[config.mk]
export PLATFORM = sky130hd
export DESIGN_NAME = tap_tempo
export DESIGN_NICKNAME = d
export VERILOG_FILES = /design/src/rtl/tap_tempo_pkg.sv /design/src/rtl/tap_tempo_seq_divider.sv /design/src/rtl/tap_tempo.sv
export SDC_FILE = /design/constraint.sdc
export NUM_CORES = 1
export LEC_CHECK = 0
export CELL_PAD_IN_SITES_DETAIL_PLACEMENT = 1
export CELL_PAD_IN_SITES_GLOBAL_PLACEMENT = 2
export CORE_MARGIN = 5
export CORE_UTILIZATION = 42
export CTS_BUF_LIST = sky130_fd_sc_hd__clkbuf_4 sky130_fd_sc_hd__clkbuf_8
export DETAILED_ROUTE_END_ITERATION = 12
export PLACE_DENSITY = 0.86
export SLEW_MARGIN = 5
export SYNTH_ARGS = -nofsm -noshare
export SYNTH_HDL_FRONTEND = slang
export SYNTH_SLANG_ARGS = --single-unit
[constraint.sdc]
create_clock -name CLOCK_50 -period 4.6 [get_ports CLOCK_50]
set_input_delay 1.15 -clock CLOCK_50 [delete_from_list [all_inputs] [get_ports CLOCK_50]]
set_output_delay 1.15 -clock CLOCK_50 [all_outputs]
set_load 0.005 [all_outputs]
[src/rtl/tap_tempo_pkg.sv]
// Shared definitions for the tap-tempo block: FSM encodings, tempo constants, result clamp.
package tap_tempo_pkg;

  localparam int BPM_W = 8;
  localparam int MS_W  = 12;
  localparam logic [15:0] MS_PER_MIN = 16'd60000;

  localparam logic [1:0] S_IDLE   = 2'd0;
  localparam logic [1:0] S_TIMING = 2'd1;
  localparam logic [1:0] S_DIVIDE = 2'd2;

  function automatic logic [BPM_W-1:0] clampBpm(input logic [15:0] q, input int lo, input int hi);
    if (q < 16'(lo))
      return BPM_W'(lo);
    else if (q > 16'(hi))
      return BPM_W'(hi);
    else
      return q[BPM_W-1:0];
  endfunction

endpackage

[src/rtl/tap_tempo_seq_divider.sv]
// 16/16 unsigned restoring divider: load on i_start, one quotient bit per cycle, o_done after 16 steps.
module seq_divider (
  input  logic        i_clk,
  input  logic        i_rst,
  input  logic        i_start,
  input  logic [15:0] i_dividend,
  input  logic [15:0] i_divisor,
  output logic [15:0] o_quotient,
  output logic        o_done
);

  logic [15:0] r_rem;
  logic [15:0] r_quo;
  logic [15:0] r_den;
  logic [3:0]  r_cnt;
  logic        r_busy;
  logic [16:0] w_shift;
  logic [16:0] w_diff;

  // The remainder stays below the divisor, so the shifted value always fits in 17 bits.
  assign w_shift    = {r_rem, r_quo[15]};
  assign w_diff     = w_shift - {1'b0, r_den};
  assign o_quotient = r_quo;

  always_ff @(posedge i_clk or posedge i_rst) begin
    if (i_rst) begin
      r_rem  <= '0;
      r_quo  <= '0;
      r_den  <= '0;
      r_cnt  <= '0;
      r_busy <= 1'b0;
      o_done <= 1'b0;
    end else begin
      o_done <= 1'b0;
      if (i_start) begin
        r_rem  <= '0;
        r_quo  <= i_dividend;
        r_den  <= i_divisor;
        r_cnt  <= '0;
        r_busy <= 1'b1;
      end else if (r_busy) begin
        if (!w_diff[16]) begin
          r_rem <= w_diff[15:0];
          r_quo <= {r_quo[14:0], 1'b1};
        end else begin
          r_rem <= w_shift[15:0];
          r_quo <= {r_quo[14:0], 1'b0};
        end
        r_cnt <= r_cnt + 4'd1;
        if (r_cnt == 4'd15) begin
          r_busy <= 1'b0;
          o_done <= 1'b1;
        end
      end
    end
  end

endmodule

[src/rtl/tap_tempo.sv]
// Tap-tempo capture: period between TAP rising edges -> clamped BPM.
// Define TAP_TEMPO_AVG_EN to divide by the mean of the last four intervals.
module tap_tempo
  import tap_tempo_pkg::*;
#(
  parameter int CLK_HZ      = 50_000_000,
  parameter int BPM_MIN     = 30,
  parameter int BPM_MAX     = 250,
  parameter int BPM_DEFAULT = 120,
  parameter int TIMEOUT_MS  = 2000
) (
  input  logic             CLOCK_50,
  input  logic             RESET,
  input  logic             TAP,
  output logic [BPM_W-1:0] BPM,
  output logic             VALID,
  output logic             ACTIVE
);

  localparam int PRE_MAX = CLK_HZ / 1000 - 1;
  localparam int PRE_W   = $clog2(CLK_HZ / 1000 + 1);

  logic             r_tapQ;
  logic             w_tapEvt;
  logic [PRE_W-1:0] r_pre;
  logic             w_msTick;
  logic [MS_W-1:0]  r_msCount;
  logic [MS_W-1:0]  w_interval;
  logic [1:0]       r_state;
  logic             r_divStart;
  logic [15:0]      r_divisor;
  logic [15:0]      w_nextDivisor;
  logic [15:0]      w_quotient;
  logic             w_divDone;
  logic             w_snapshot;

  assign w_tapEvt   = TAP & ~r_tapQ;
  assign w_msTick   = (r_pre == PRE_W'(PRE_MAX));
  assign w_interval = (r_msCount == '0) ? MS_W'(1) : r_msCount;
  assign w_snapshot = (r_state == S_TIMING) && w_tapEvt;
  assign ACTIVE     = (r_state != S_IDLE);

  // A tap restarts the millisecond timebase so the next interval is measured from this edge.
  always_ff @(posedge CLOCK_50 or posedge RESET) begin
    if (RESET) begin
      r_tapQ    <= 1'b0;
      r_pre     <= '0;
      r_msCount <= '0;
    end else begin
      r_tapQ <= TAP;
      if (w_tapEvt) begin
        r_pre     <= '0;
        r_msCount <= '0;
      end else begin
        r_pre <= w_msTick ? '0 : r_pre + PRE_W'(1);
        if (w_msTick && r_msCount != '1)
          r_msCount <= r_msCount + MS_W'(1);
      end
    end
  end

`ifdef TAP_TEMPO_AVG_EN
  logic [MS_W-1:0] r_hist0;
  logic [MS_W-1:0] r_hist1;
  logic [MS_W-1:0] r_hist2;
  logic [1:0]      r_histCnt;
  logic [15:0]     w_sum;

  // The three stored intervals plus the new one form the four-entry average.
  assign w_sum = {4'b0, w_interval} + {4'b0, r_hist0} + {4'b0, r_hist1} + {4'b0, r_hist2};
  assign w_nextDivisor = (r_histCnt == 2'd3) ? (w_sum >> 2) : {4'b0, w_interval};

  always_ff @(posedge CLOCK_50 or posedge RESET) begin
    if (RESET) begin
      r_hist0   <= '0;
      r_hist1   <= '0;
      r_hist2   <= '0;
      r_histCnt <= '0;
    end else if (r_state == S_IDLE) begin
      r_hist0   <= '0;
      r_hist1   <= '0;
      r_hist2   <= '0;
      r_histCnt <= '0;
    end else if (w_snapshot) begin
      r_hist2 <= r_hist1;
      r_hist1 <= r_hist0;
      r_hist0 <= w_interval;
      if (r_histCnt != 2'd3)
        r_histCnt <= r_histCnt + 2'd1;
    end
  end
`else
  assign w_nextDivisor = {4'b0, w_interval};
`endif

  always_ff @(posedge CLOCK_50 or posedge RESET) begin
    if (RESET) begin
      r_state    <= S_IDLE;
      r_divStart <= 1'b0;
      r_divisor  <= '0;
      BPM        <= BPM_W'(BPM_DEFAULT);
      VALID      <= 1'b0;
    end else begin
      VALID      <= 1'b0;
      r_divStart <= 1'b0;
      case (r_state)
        S_IDLE: begin
          if (w_tapEvt)
            r_state <= S_TIMING;
        end
        S_TIMING: begin
          if (w_tapEvt) begin
            r_divisor  <= w_nextDivisor;
            r_divStart <= 1'b1;
            r_state    <= S_DIVIDE;
          end else if (r_msCount == MS_W'(TIMEOUT_MS)) begin
            r_state <= S_IDLE;
          end
        end
        S_DIVIDE: begin
          if (w_divDone) begin
            BPM     <= clampBpm(w_quotient, BPM_MIN, BPM_MAX);
            VALID   <= 1'b1;
            r_state <= S_TIMING;
          end
        end
        default: r_state <= S_IDLE;
      endcase
    end
  end

  seq_divider u_div (
    .i_clk      (CLOCK_50),
    .i_rst      (RESET),
    .i_start    (r_divStart),
    .i_dividend (MS_PER_MIN),
    .i_divisor  (r_divisor),
    .o_quotient (w_quotient),
    .o_done     (w_divDone)
  );

endmodule

# [Word-level counts from Yosys, hierarchy flattened]
# Index checks and enable logic that the tools add are counted.
[op_classes] add_sub_neg=4 n_reduce_logical=9 eq_ne=9 mux=30 n_bitwise=2 n_lt_le_gt_ge=2
[ops] op="$mux 16" n=7
[ops] op="$mux 12" n=3
[ops] op="$sub 17x12->17" n=1
[ops] op="$add 16x1->16 const B" n=1
[ops] op="$eq 16x16->1 const B" n=1
[ops] op="$gt 16x8->1 const B" n=1
[ops] op="$lt 16x5->1 const B" n=1
[ops] op="$mux 8" n=2
[ops] op="$add 12x1->12 const B" n=1
[ops] op="$eq 12x11->1 const B" n=1
[ops] op="$logic_not 12->1" n=1
[ops] op="$ne 12x12->1 const B" n=1
[ops] op="$mux 1" n=11
[ops] op="$mux 2" n=4
[ops] op="$mux 4" n=2
[ops] op="$pmux 2 s3" n=1
[ops] op="$reduce_bool 2->1" n=3
[ops] op="$add 4x1->4 const B" n=1
[ops] op="$eq 4x4->1 const B" n=1
[ops] op="$reduce_and 2->1" n=2
[ops] op="$ne 3x2->1 const B" n=1
[ops] op="$reduce_and 3->1" n=1
[ops] op="$eq 2x1->1 const B" n=1
[ops] op="$eq 2x2->1 const B" n=1
[ops] op="6 further kinds" n=6
[word_totals] input_bits=3 ff_bits=103 output_inout_bits=10

# [Depth between registers and ports, before layout]
# Gate-level depths: netlist of the first run.
[logic_depth] ltp_word=4 depth_mapped=11 depth_no_buf=10

# [Hierarchy]
# Synthesis of the first run repeated with hierarchy kept, for this count alone.
[hier_totals] cells_unflattened=621 hier_area_um2=5885.6
[by_module_without_submodules] module="seq_divider" area_each_um2=3365.7 cells_per_inst=366 n_inst=1 seq_area_each_um2=1351.3
[by_module_without_submodules] module="tap_tempo" area_each_um2=2519.9 cells_per_inst=255 n_inst=1 seq_area_each_um2=1331.3

# [Worst setup path after synthesis of the first run]
# No wires, ideal clock.
[synth_path] path_kind="reg-to-reg" startpoint="register u_div.r_quo[15], in the netlist u_div.o_quotient[15]" endpoint="register u_div.r_rem[13]" setup_ns=0.099 setup_slack_ns=1.712 stages_incl_launch_ff=11 arrival_ns=2.789 path_cell_list="dfrtp_1 > inv_1 > ha_1 > inv_1 > fa_1 > a211oi_1 > o211ai_1 > a211oi_4 > xor2_2 > or4b_2 > a311oi_1"
[synth_via] elab_chain_cells=4
[synth_lines] item="start, declared" line="tap_tempo_seq_divider.sv:13" source="logic [15:0] r_quo;"
[synth_lines] item="start signal, assigned" line="tap_tempo_seq_divider.sv:37" source="r_quo <= i_dividend;"
[synth_lines] item="start signal, assigned" line="tap_tempo_seq_divider.sv:44" source="r_quo <= {r_quo[14:0], 1'b1};"
[synth_lines] item="start signal, assigned" line="tap_tempo_seq_divider.sv:47" source="r_quo <= {r_quo[14:0], 1'b0};"
[synth_lines] item="$sub 17x12->17" line="tap_tempo_seq_divider.sv:22" source="assign w_diff = w_shift - {1'b0, r_den};"
[synth_lines] item="$mux 16" line="tap_tempo_seq_divider.sv:42" source="if (!w_diff[16]) begin"
[synth_lines] item="$mux 16" line="tap_tempo_seq_divider.sv:41" source="end else if (r_busy) begin"
[synth_lines] item="$mux 16" line="tap_tempo_seq_divider.sv:35" source="if (i_start) begin"
[synth_lines] item="end signal, assigned" line="tap_tempo_seq_divider.sv:43" source="r_rem <= w_diff[15:0];"
[synth_lines] item="end signal, assigned" line="tap_tempo_seq_divider.sv:46" source="r_rem <= w_shift[15:0];"
[synth_lines] item="end, declared" line="tap_tempo_seq_divider.sv:12" source="logic [15:0] r_rem;"
# No other way between the ends. The select of a mux whose other input is x is not followed.
# A chain may end at the register's enable or synchronous reset.

# [Worst setup path in the final report of the first run]
# Same ends and word-level chain as after synthesis.

==> impl_metrics.toml, run 1 <==
[cts]
cts_tree = "yes"
clock_path_buffers = 2
clock_sinks = 103
cts_setup_buffers = 0
hold_buffers = 0
cts_buffers = 9
clkLatencyLatePin_ns = 0.38
post_cts_resize_count = 0
clk_pin_slew_ns = 0.11
cts-root-buf = "clkbuf_8"
cts.htree.levels = 3

[synthesis]
synth_top_area_share_pct = 47.0
synth_common_cells = "99 x dfrtp_1, 92 x nand2_1, 66 x nor2_1, 31 x o21ai_0, 27 x inv_1"
ys_types = 58
syn-cell-area_mm2 = 0.00528
synth_edf_count = 0
synth.top_cells.by_area = "dfrtp_1 47%, nand2_1 6.5%, nor2_1 4.7%, ha_1 3.8%, mux2i_1 3.2%"
synth_ff_type = "dfrtp_1"
syn_nets = 563
yosys.area.top_type = "dfrtp_1"
synth_seq_cells = 103
yosysSeqAreaShare_pct = 49.0
yosysMostFrequentCell = "dfrtp_1"
yosys_warnings = 0
synth.avg_cell_area_um2 = 9.71
netlist_instances = 543
ys_async_sr_fraction_pct = 100

[sta]
max_freq_ghz = 0.298
post-route-period-util_pct = 72.9
tns_ns = 0
drv_slew = 0
worstMarginPinSlew_ns = 1.18
rsz0062_at_grt = "no"
maxSlewHeadroom_pct = 21.6
skew_ns = 0.0172
setup_viol = 0
hold_slack_ns = 0.483
hold_viol_final = 0
period_minus_slack_ns = 3.35

[setup_path]
cp.arrival_ns = 3.61
crit_chain = "inv_1 -> ha_1 -> inv_1 -> fa_1 -> a211oi_1 -> o211ai_1 -> a211oi_4 -> xor2_2 -> or4b_2 -> a311oi_1"
startpoint_type = "flip-flop"
critical_path_class = "flip-flop to flip-flop"
crit_top_cell = "inv_1"
path_buf_inv = 2
endpoint_kind = "flip-flop"
required_ns = 4.86
crit_family = "compound AO/OA/AOI/OAI gates"
cp_slowest_stage_delay_ns = 0.70
path_max_fanout = 15
cp_slowest_cell = "or4b_2"

[detailed_routing]
route.detailed.drc = 0
vias = 3845
dr.pass1.iters = 4
drtAntennaViolNets = 0
vias_per_cell = 5.28
wl_per_cell_um = 15.4
wl_mm = 11.2
drt_iter0_drc = 143

[floorplan]
start_util_pct = 42.3
fp.dieH_um = 122
boundaryPins = 13
dieArea_mm2 = 0.0149
fp.dieW_um = 122
num_rows = 41
core_area_mm2 = 0.0125

[outcome]
status = "finished clean"

[global_routing]
grt_overflow_total = 0
grt.total_usage_pct = 16.4
grt_pass1_vias = 4045
antenna_found_initial = 0
grt_max_degree = 64
grt_pass1_wl_mm = 19.7

[final_layout]
fillers = 1468
drive_above_1_share_pct = 7.73
area_growth_pct = 8.14
design_area_mm2 = 0.00570
antennaDiodeCount = 0
nets = 571

[placed_design]
io_buffers = 12
hpwl_mm = 8.01
place_congestion = 0.812
place_area_mm2 = 0.00549

[pwr]
p_per_area_mw_per_mm2 = 604
p_leak_nw = 2.56
total_power_mw = 3.44
ir_worst_vdd_mv = 0.319

[flow_run]
cap_viol_max_count = 0

[hold_path]
hold_class = "flip-flop to flip-flop"
-- placed cells by master (no fill, tap or decap), types with 2 or more instances in the layout --
cell type,n
ha_1,16
o211ai_1,5
inv_1,26
nand4_1,7
o21ai_0,31
or3_1,4
nand3_1,16
a211oi_1,8
nor2b_1,2
clkinv_4,2
buf_4,4
a21o_1,2
o22ai_1,2
mux2_2,2
a311oi_1,6
clkbuf_8,9
dfrtp_1,98
xnor2_1,16
o22a_1,7
a211o_1,2
clkdlybuf4s50_1,12
nand2_1,92
xor2_1,19
a21oi_1,20
nor4_1,6
nor2_1,66
nand2b_1,5
mux2i_1,17
and2_1,2
a311oi_2,4
and3_1,8
nor3_1,2
dfstp_2,4
nor4bb_1,2
-- stage by stage --
step,std cells,utilization (%),setup WS [ns]
2_1_floorplan,543,-,0.753
3_3_place_gp,712,44.1,1.43
3_5_place_dp,712,44.1,1.30
4_1_cts,728,45.8,1.26
5_1_grt,728,45.8,0.990
6_report,728,45.8,1.25
-- power breakdown --
group / switching [mW] / internal (mW)
logic: 0.714 / 0.657
registers: 0.315 / 1.16
clock network: 0.332 / 0.266
-- cells by family after synthesis --
| kind of cell | after synthesis | synth area share [%] |
|---|---|---|
| multiplexers | 19 | 3.65 |
| AND/OR/NAND/NOR | 223 | 19.1 |
| flip-flops | 103 | 49.0 |
| adder cells (fa/ha/maj) | 17 | 4.17 |
| XOR/XNOR | 36 | 6.12 |
| AO/OA/AOI/OAI | 97 | 12.7 |
| buffers and inverters | 48 | 5.24 |
-- flip-flops by register name, summed over array words and instances, names as in the netlist --
signal	count
u_div.r_den	12
u_div.o_done	1
u_div.r_cnt	4
r_pre	16
r_msCount	12
r_state	2
r_tapQ	1
u_div.o_quotient	16
r_divStart	1
u_div.r_rem	16
BPM	8
u_div.r_busy	1
r_divisor	12
VALID	1
-- tightest hold or removal path: stages (launching register included) --
cell	delay, ns
dfrtp_1	0.36
nand2_1	0.05
nand2_1	0.05
-- area by class of cell --
type	instances	area, um2	share of cell area [%]
Clock inverter	6	80.1	1.40
Inverter	28	108	1.89
Tap cell	172	215	3.77
Sequential cell	103	2580	45.3
Multi-Input combinational cell	392	2420	42.4
Clock buffer	10	131	2.30
Timing Repair Buffer	17	170	2.98
-- layer usage --
metal	vias up	GRT usage, %	share of wire (%)
met5	-	0	0
met4	0	4.41	1.3
met3	11	3.39	1.9
met2	20	27.7	49
met1	1934	21.5	48
li1	1880	-	-
-- final timing paths --
check | start | slack (ns) | cells past startpoint | end
setup / recovery | u_div.o_quotient[15] | 1.25 | 10 | u_div.r_rem[13]
hold / removal | r_divisor[5] | 0.48 | 2 | r_divisor[5]
setup reg to reg | u_div.o_quotient[15] | 1.25 | 10 | u_div.r_rem[13]
hold reg to reg | r_divisor[5] | 0.48 | 2 | r_divisor[5]
max in group asynchronous | RESET | 2.56 | 3 | BPM[6]
min in group asynchronous | RESET | 1.28 | 2 | u_div.o_quotient[2]
No activity file was read; power rests on OpenSTA's default activity.
==> run 2: changes to the inputs <==
Clock period 4.6 ns to 3.5 ns, I/O delays scaled along.
==> run 2 against run 1 <==
Compared with the run above:
- clock power grew 22%
- core utilization increased by 0.19 points
- first-iteration DRC count up 27%
- wire length rose by 1.4%
- clock skew fell by 0.0011 ns
- critical path depth unchanged
- die area did not move
- largest cell class unchanged
- critical path type unchanged
- total power grew 30%
- sequential share of layout area down 0.19 points
- flip-flop and latch count unchanged
- register-to-register slack got worse by 0.86 ns
==> impl_metrics.toml, run 2 (synthesis results as in run 1) <==
[setup_path]
critical_path_class = "flip-flop to flip-flop"
r2r-start = "u_div.o_quotient[15]"
endpoint = "u_div.r_rem[13]"
cp_slowest_stage_delay_ns = 0.67
r2r-end = "u_div.r_rem[13]"
worstRegToRegCells = 10
startpoint = "u_div.o_quotient[15]"
cp_slowest_cell = "or4b_2"
required_ns = 3.79
crit_top_cell = "inv_1"
path_max_fanout = 6
cp.arrival_ns = 3.40
crit_chain = "inv_1 -> ha_1 -> inv_1 -> fa_1 -> a211oi_1 -> o211ai_1 -> a211oi_4 -> xor2_2 -> or4b_2 -> a311oi_1"
endpoint_kind = "flip-flop"
worst-r2r-setup-slack_ns = 0.39
startpoint_type = "flip-flop"

[cts]
cts_buffers = 9
cts_tree = "yes"
clkLatencyLatePin_ns = 0.38
cts.htree.levels = 3
post_cts_resize_count = 0
hold_buffers = 0
clock_path_buffers = 2
cts-root-buf = "clkbuf_8"
clock_sinks = 103
cts_setup_buffers = 0
clk_pin_slew_ns = 0.10

[final_layout]
nets = 575
fillers = 1436
drive_above_1_share_pct = 8.39
stdcell_count = 732
final_common_cell = "dfrtp_1"
final_cell_mix = "98 x dfrtp_1, 92 x nand2_1, 66 x nor2_1, 31 x o21ai_0, 26 x inv_1"
design_area_mm2 = 0.00573
area_growth_pct = 8.59
antennaDiodeCount = 0

[detailed_routing]
vias = 3834
drt_iter0_drc = 182
highest_layer = "met4"
drt-met1-wl_mm = 5.64
wl_met3_um = 179
vias_per_cell = 5.24
dr.pass1.iters = 4
drtAntennaViolNets = 0
wl_mm = 11.4
met2WireLength_mm = 5.39
route.detailed.drc = 0
wl_per_cell_um = 15.5

[pwr]
p_leak_nw = 2.57
total_power_mw = 4.48
pwr-share-seq_pct = 42.6
p_switching_mw = 1.80
p_sw_share_pct = 40.1
p_per_area_mw_per_mm2 = 782
clockPowerShare_pct = 16.3
ir_worst_vdd_mv = 0.372
pwr-share-comb_pct = 41.1
p_int_mw = 2.68

[floorplan]
fp.dieH_um = 122
start_util_pct = 42.3
core_area_mm2 = 0.0125
dieArea_mm2 = 0.0149
num_rows = 41
boundaryPins = 13
fp.dieW_um = 122

[sta]
rsz0062_at_grt = "no"
skew_ns = 0.0160
max_freq_ghz = 0.321
maxSlewHeadroom_pct = 25.9
timing.final.ws_setup_ns = 0.385
drv_slew = 0
period_minus_slack_ns = 3.11
tns_ns = 0
post-route-period-util_pct = 89.0
hold_viol_final = 0
setup_viol = 0
worstMarginPinSlew_ns = 1.10

[placed_design]
place_area_mm2 = 0.00554
dp.cells = 716
place_congestion = 0.818
io_buffers = 12
post-place-ws_ns = 0.383
hpwl_mm = 8.23

[global_routing]
antenna_found_initial = 0
grt_overflow_total = 0
grt_pass1_wl_mm = 20.0
grt.total_usage_pct = 16.7
grt_max_degree = 52
grt_pass1_vias = 4032

[hold_path]
hold_class = "flip-flop to flip-flop"

[flow_run]
cap_viol_max_count = 0

[outcome]
status = "finished clean"
run 2: changes by cell type in the layout (fill, tap and decap cells not counted), sizes merged:
cell and change:
buf +4, clkinvlp +2, bufinv -1, clkinv -1
run 2: worst min path at each step:
stage | startpoint | to | cells after the start | slack [ns]
3_3_place_gp | r_divisor[5] | r_divisor[5] | 2 | 0.46
5_1_grt | r_divisor[2] | r_divisor[2] | 2 | 0.52
6_report | r_divisor[11] | r_divisor[11] | 2 | 0.49
4_1_cts | r_divisor[11] | r_divisor[11] | 2 | 0.49
2_1_floorplan | r_divisor[11] | r_divisor[11] | 2 | 0.45
3_5_place_dp | r_divisor[11] | r_divisor[11] | 2 | 0.47
run 2: critical path: cells and delay by family (launching register included):
family                     cells  cell delay, ns
AOI/OAI and AO/OA              4            1.08
buffers and inverters          2            0.14
xor gates and xnor gates       1            0.17
DFF                            1            0.39
and+or+nand+nor                1            0.67
adders and majority gates      2            0.57
run 2: final cells by class:
cell class | count | area [um2] | area share, %
clock inverter | 6 | 53.8 | 0.939
inverter | 28 | 109 | 1.90
timing repair buffer | 21 | 213 | 3.71
sequential | 103 | 2580 | 45.1
multi-input combinational | 392 | 2420 | 42.2
clock buffer | 10 | 138 | 2.40
tap | 172 | 215 | 3.76
run 2: through the flow:
| step | utilization (%) | hold WS, ns |
|---|---|---|
| floorplan | - | 0.446 |
| global placement | 44.4 | 0.459 |
| detailed placement | 44.4 | 0.467 |
| CTS | 46.0 | 0.493 |
| global route | 46.0 | 0.516 |
| finish | 46.0 | 0.487 |
run 2: power by group through the flow:
| stage | clock network [mW] | logic (mW) | registers, mW |
|---|---|---|---|
| finish | 0.728 | 1.84 | 1.91 |
| global route | 0.810 | 2.09 | 1.96 |
| CTS | 0.765 | 1.87 | 1.91 |
| detailed placement | 0 | 1.85 | 1.93 |
| global placement | 0 | 1.79 | 1.91 |
| floorplan | 0 | 1.61 | 1.75 |
run 2: metal layers:
| layer | vias to the layer above | GRT usage (%) |
|---|---|---|
| met2 | 21 | 26.2 |
| met5 | - | 0 |
| met1 | 1918 | 23.4 |
| li1 | 1884 | - |
| met4 | 0 | 6.09 |
| met3 | 11 | 2.69 |
==> run 3: changes to the inputs <==
Settings changed: SETUP_SLACK_MARGIN from default to 0.15.
==> run 3 against run 2 <==
Compared with the run above:
- die area is the same
- wire length is 0.18% higher
- via count rose by 0.18%
- fmax fell by 1.2%
- non-clock buffer count unchanged
- final area is 0.13% higher
- largest cell class unchanged
- largest power group unchanged
==> impl_metrics.toml, run 3 (synthesis results as in run 1) <==
[pwr]
clockPowerShare_pct = 16.2
p_per_area_mw_per_mm2 = 782
pwr-share-seq_pct = 42.6
p_int_mw = 2.68
pwr-share-comb_pct = 41.2
p_leak_nw = 2.58
ir_worst_vdd_mv = 0.372
p_switching_mw = 1.80
p_sw_share_pct = 40.2

[setup_path]
worst-r2r-setup-slack_ns = 0.35
required_ns = 3.79
startpoint_type = "flip-flop"
endpoint_kind = "flip-flop"
r2r-start = "u_div.o_quotient[15]"
cp_slowest_stage_delay_ns = 0.67
worstRegToRegCells = 10
crit_top_cell = "inv_1"
cp.arrival_ns = 3.44
r2r-end = "u_div.r_rem[13]"
critical_path_class = "flip-flop to flip-flop"
cp_slowest_cell = "or4b_2"
crit_chain = "inv_1 -> ha_1 -> inv_1 -> fa_1 -> a211oi_1 -> o211ai_1 -> a211oi_4 -> xor2_2 -> or4b_2 -> a311oi_1"
path_max_fanout = 6

[flow_run]
cap_viol_max_count = 0

[final_layout]
final_common_cell = "dfrtp_1"
design_area_mm2 = 0.00574
nets = 575
antennaDiodeCount = 0
seq_area_mm2 = 0.00258
final_cell_mix = "98 x dfrtp_1, 92 x nand2_1, 66 x nor2_1, 31 x o21ai_0, 26 x inv_1"
fillers = 1433
multi_input_area_mm2 = 0.00242
drive_above_1_share_pct = 8.57
area_growth_pct = 8.73

[detailed_routing]
drt_iter0_drc = 199
wl_mm = 11.4
drtAntennaViolNets = 0
vias = 3841
dr.pass1.iters = 4
wl_per_cell_um = 15.6
vias_per_cell = 5.25
route.detailed.drc = 0

[global_routing]
grt_max_degree = 52
grt.total_usage_pct = 16.7
antenna_found_initial = 0
grt_pass1_vias = 4032
grt_overflow_total = 0
grt_pass1_wl_mm = 20.0

[sta]
setup_viol = 0
timing.final.ws_setup_ns = 0.347
maxSlewHeadroom_pct = 48.0
max_freq_ghz = 0.317
tns_ns = 0
rsz0062_at_grt = "yes"
drv_slew = 0
hold_viol_final = 0
skew_ns = 0.0154
post-route-period-util_pct = 90.1
worstMarginPinSlew_ns = 0.780
period_minus_slack_ns = 3.15

[placed_design]
post-place-ws_ns = 0.383
place_congestion = 0.818
io_buffers = 12
place_area_mm2 = 0.00554
hpwl_mm = 8.23

[cts]
cts_tree = "yes"
clock_sinks = 103
clock_path_buffers = 2
cts.htree.levels = 3
clk_pin_slew_ns = 0.10
cts_buffers = 9
cts-root-buf = "clkbuf_8"
clkLatencyLatePin_ns = 0.38

[floorplan]
num_rows = 41
fp.dieH_um = 122
fp.dieW_um = 122
dieArea_mm2 = 0.0149
core_area_mm2 = 0.0125
boundaryPins = 13
start_util_pct = 42.3

[hold_path]
hold_end = "r_divisor[11]"
min_from = "r_divisor[11]"
worstHoldPathCells = 2
hold_class = "flip-flop to flip-flop"

[outcome]
status = "finished clean"
## run 3: cell count changes in the layout (fill, tap and decap cells not counted)
cell | before | now
xnor2_1 | 16 | 15
xnor2_2 | 0 | 1
## run 3: critical path: cells and delay by family (launching register included)
| kind | cells | cell delay (ns) |
|---|---|---|
| flip-flops | 1 | 0.39 |
| AND/OR/NAND/NOR | 1 | 0.67 |
| XOR/XNOR | 1 | 0.18 |
| AO/OA/AOI/OAI | 4 | 1.10 |
| buffers and inverters | 2 | 0.14 |
| adder cells (fa/ha/maj) | 2 | 0.57 |
## run 3: power groups by stage
stage / combinational (mW) / clock, mW / sequential, mW
after floorplan: 1.61 / 0 / 1.75
after global placement: 1.79 / 0 / 1.91
after detailed placement: 1.85 / 0 / 1.93
after CTS: 1.87 / 0.765 / 1.91
after global routing: 2.09 / 0.810 / 1.97
final: 1.85 / 0.728 / 1.91
## run 3: area by class of cell
type	instances	share of cell area (%)
Sequential cell	103	45.0
Multi-Input combinational cell	392	42.3
Tap cell	172	3.75
Timing Repair Buffer	21	3.71
Clock buffer	10	2.40
Inverter	28	1.90
Clock inverter	6	0.938
## run 3: routing by layer
metal | vias to the layer above | share of wire, % | routed length, um | GRT usage (%)
met5 | - | 0 | 0 | 0
met1 | 1927 | 49 | 5580 | 23.4
met4 | 0 | 1.4 | 161 | 6.09
li1 | 1882 | - | - | -
met3 | 11 | 1.6 | 186 | 2.69
met2 | 21 | 48 | 5470 | 26.2
## run 3: worst max-delay path by stage
stage,endpoint,start,slack [ns]
3_5_place_dp,u_div.r_rem[13],u_div.o_quotient[15],0.38
5_1_grt,u_div.r_rem[13],u_div.o_quotient[15],0.14
3_3_place_gp,u_div.r_rem[13],u_div.o_quotient[15],0.49
6_report,u_div.r_rem[13],u_div.o_quotient[15],0.35
4_1_cts,u_div.r_rem[13],u_div.o_quotient[15],0.36
2_1_floorplan,u_div.r_rem[13],u_div.o_quotient[15],0.61
## run 3: through the flow
| step | total power, mW | hold slack [ns] | cells | util (%) |
|---|---|---|---|---|
| after floorplan | 3.36 | 0.446 | 543 | - |
| after global placement | 3.70 | 0.459 | 716 | 44.4 |
| after detailed placement | 3.78 | 0.467 | 716 | 44.4 |
| after CTS | 4.54 | 0.493 | 732 | 46.0 |
| after global routing | 4.87 | 0.516 | 732 | 46.0 |
| final | 4.49 | 0.487 | 732 | 46.0 |
## run 3: timing repair
item	4_1_cts	5_1_grt
hold buffers	0	0
endpoints found under the setup margin	0	1
gates resized for setup	0	1
setup buffers	0	0
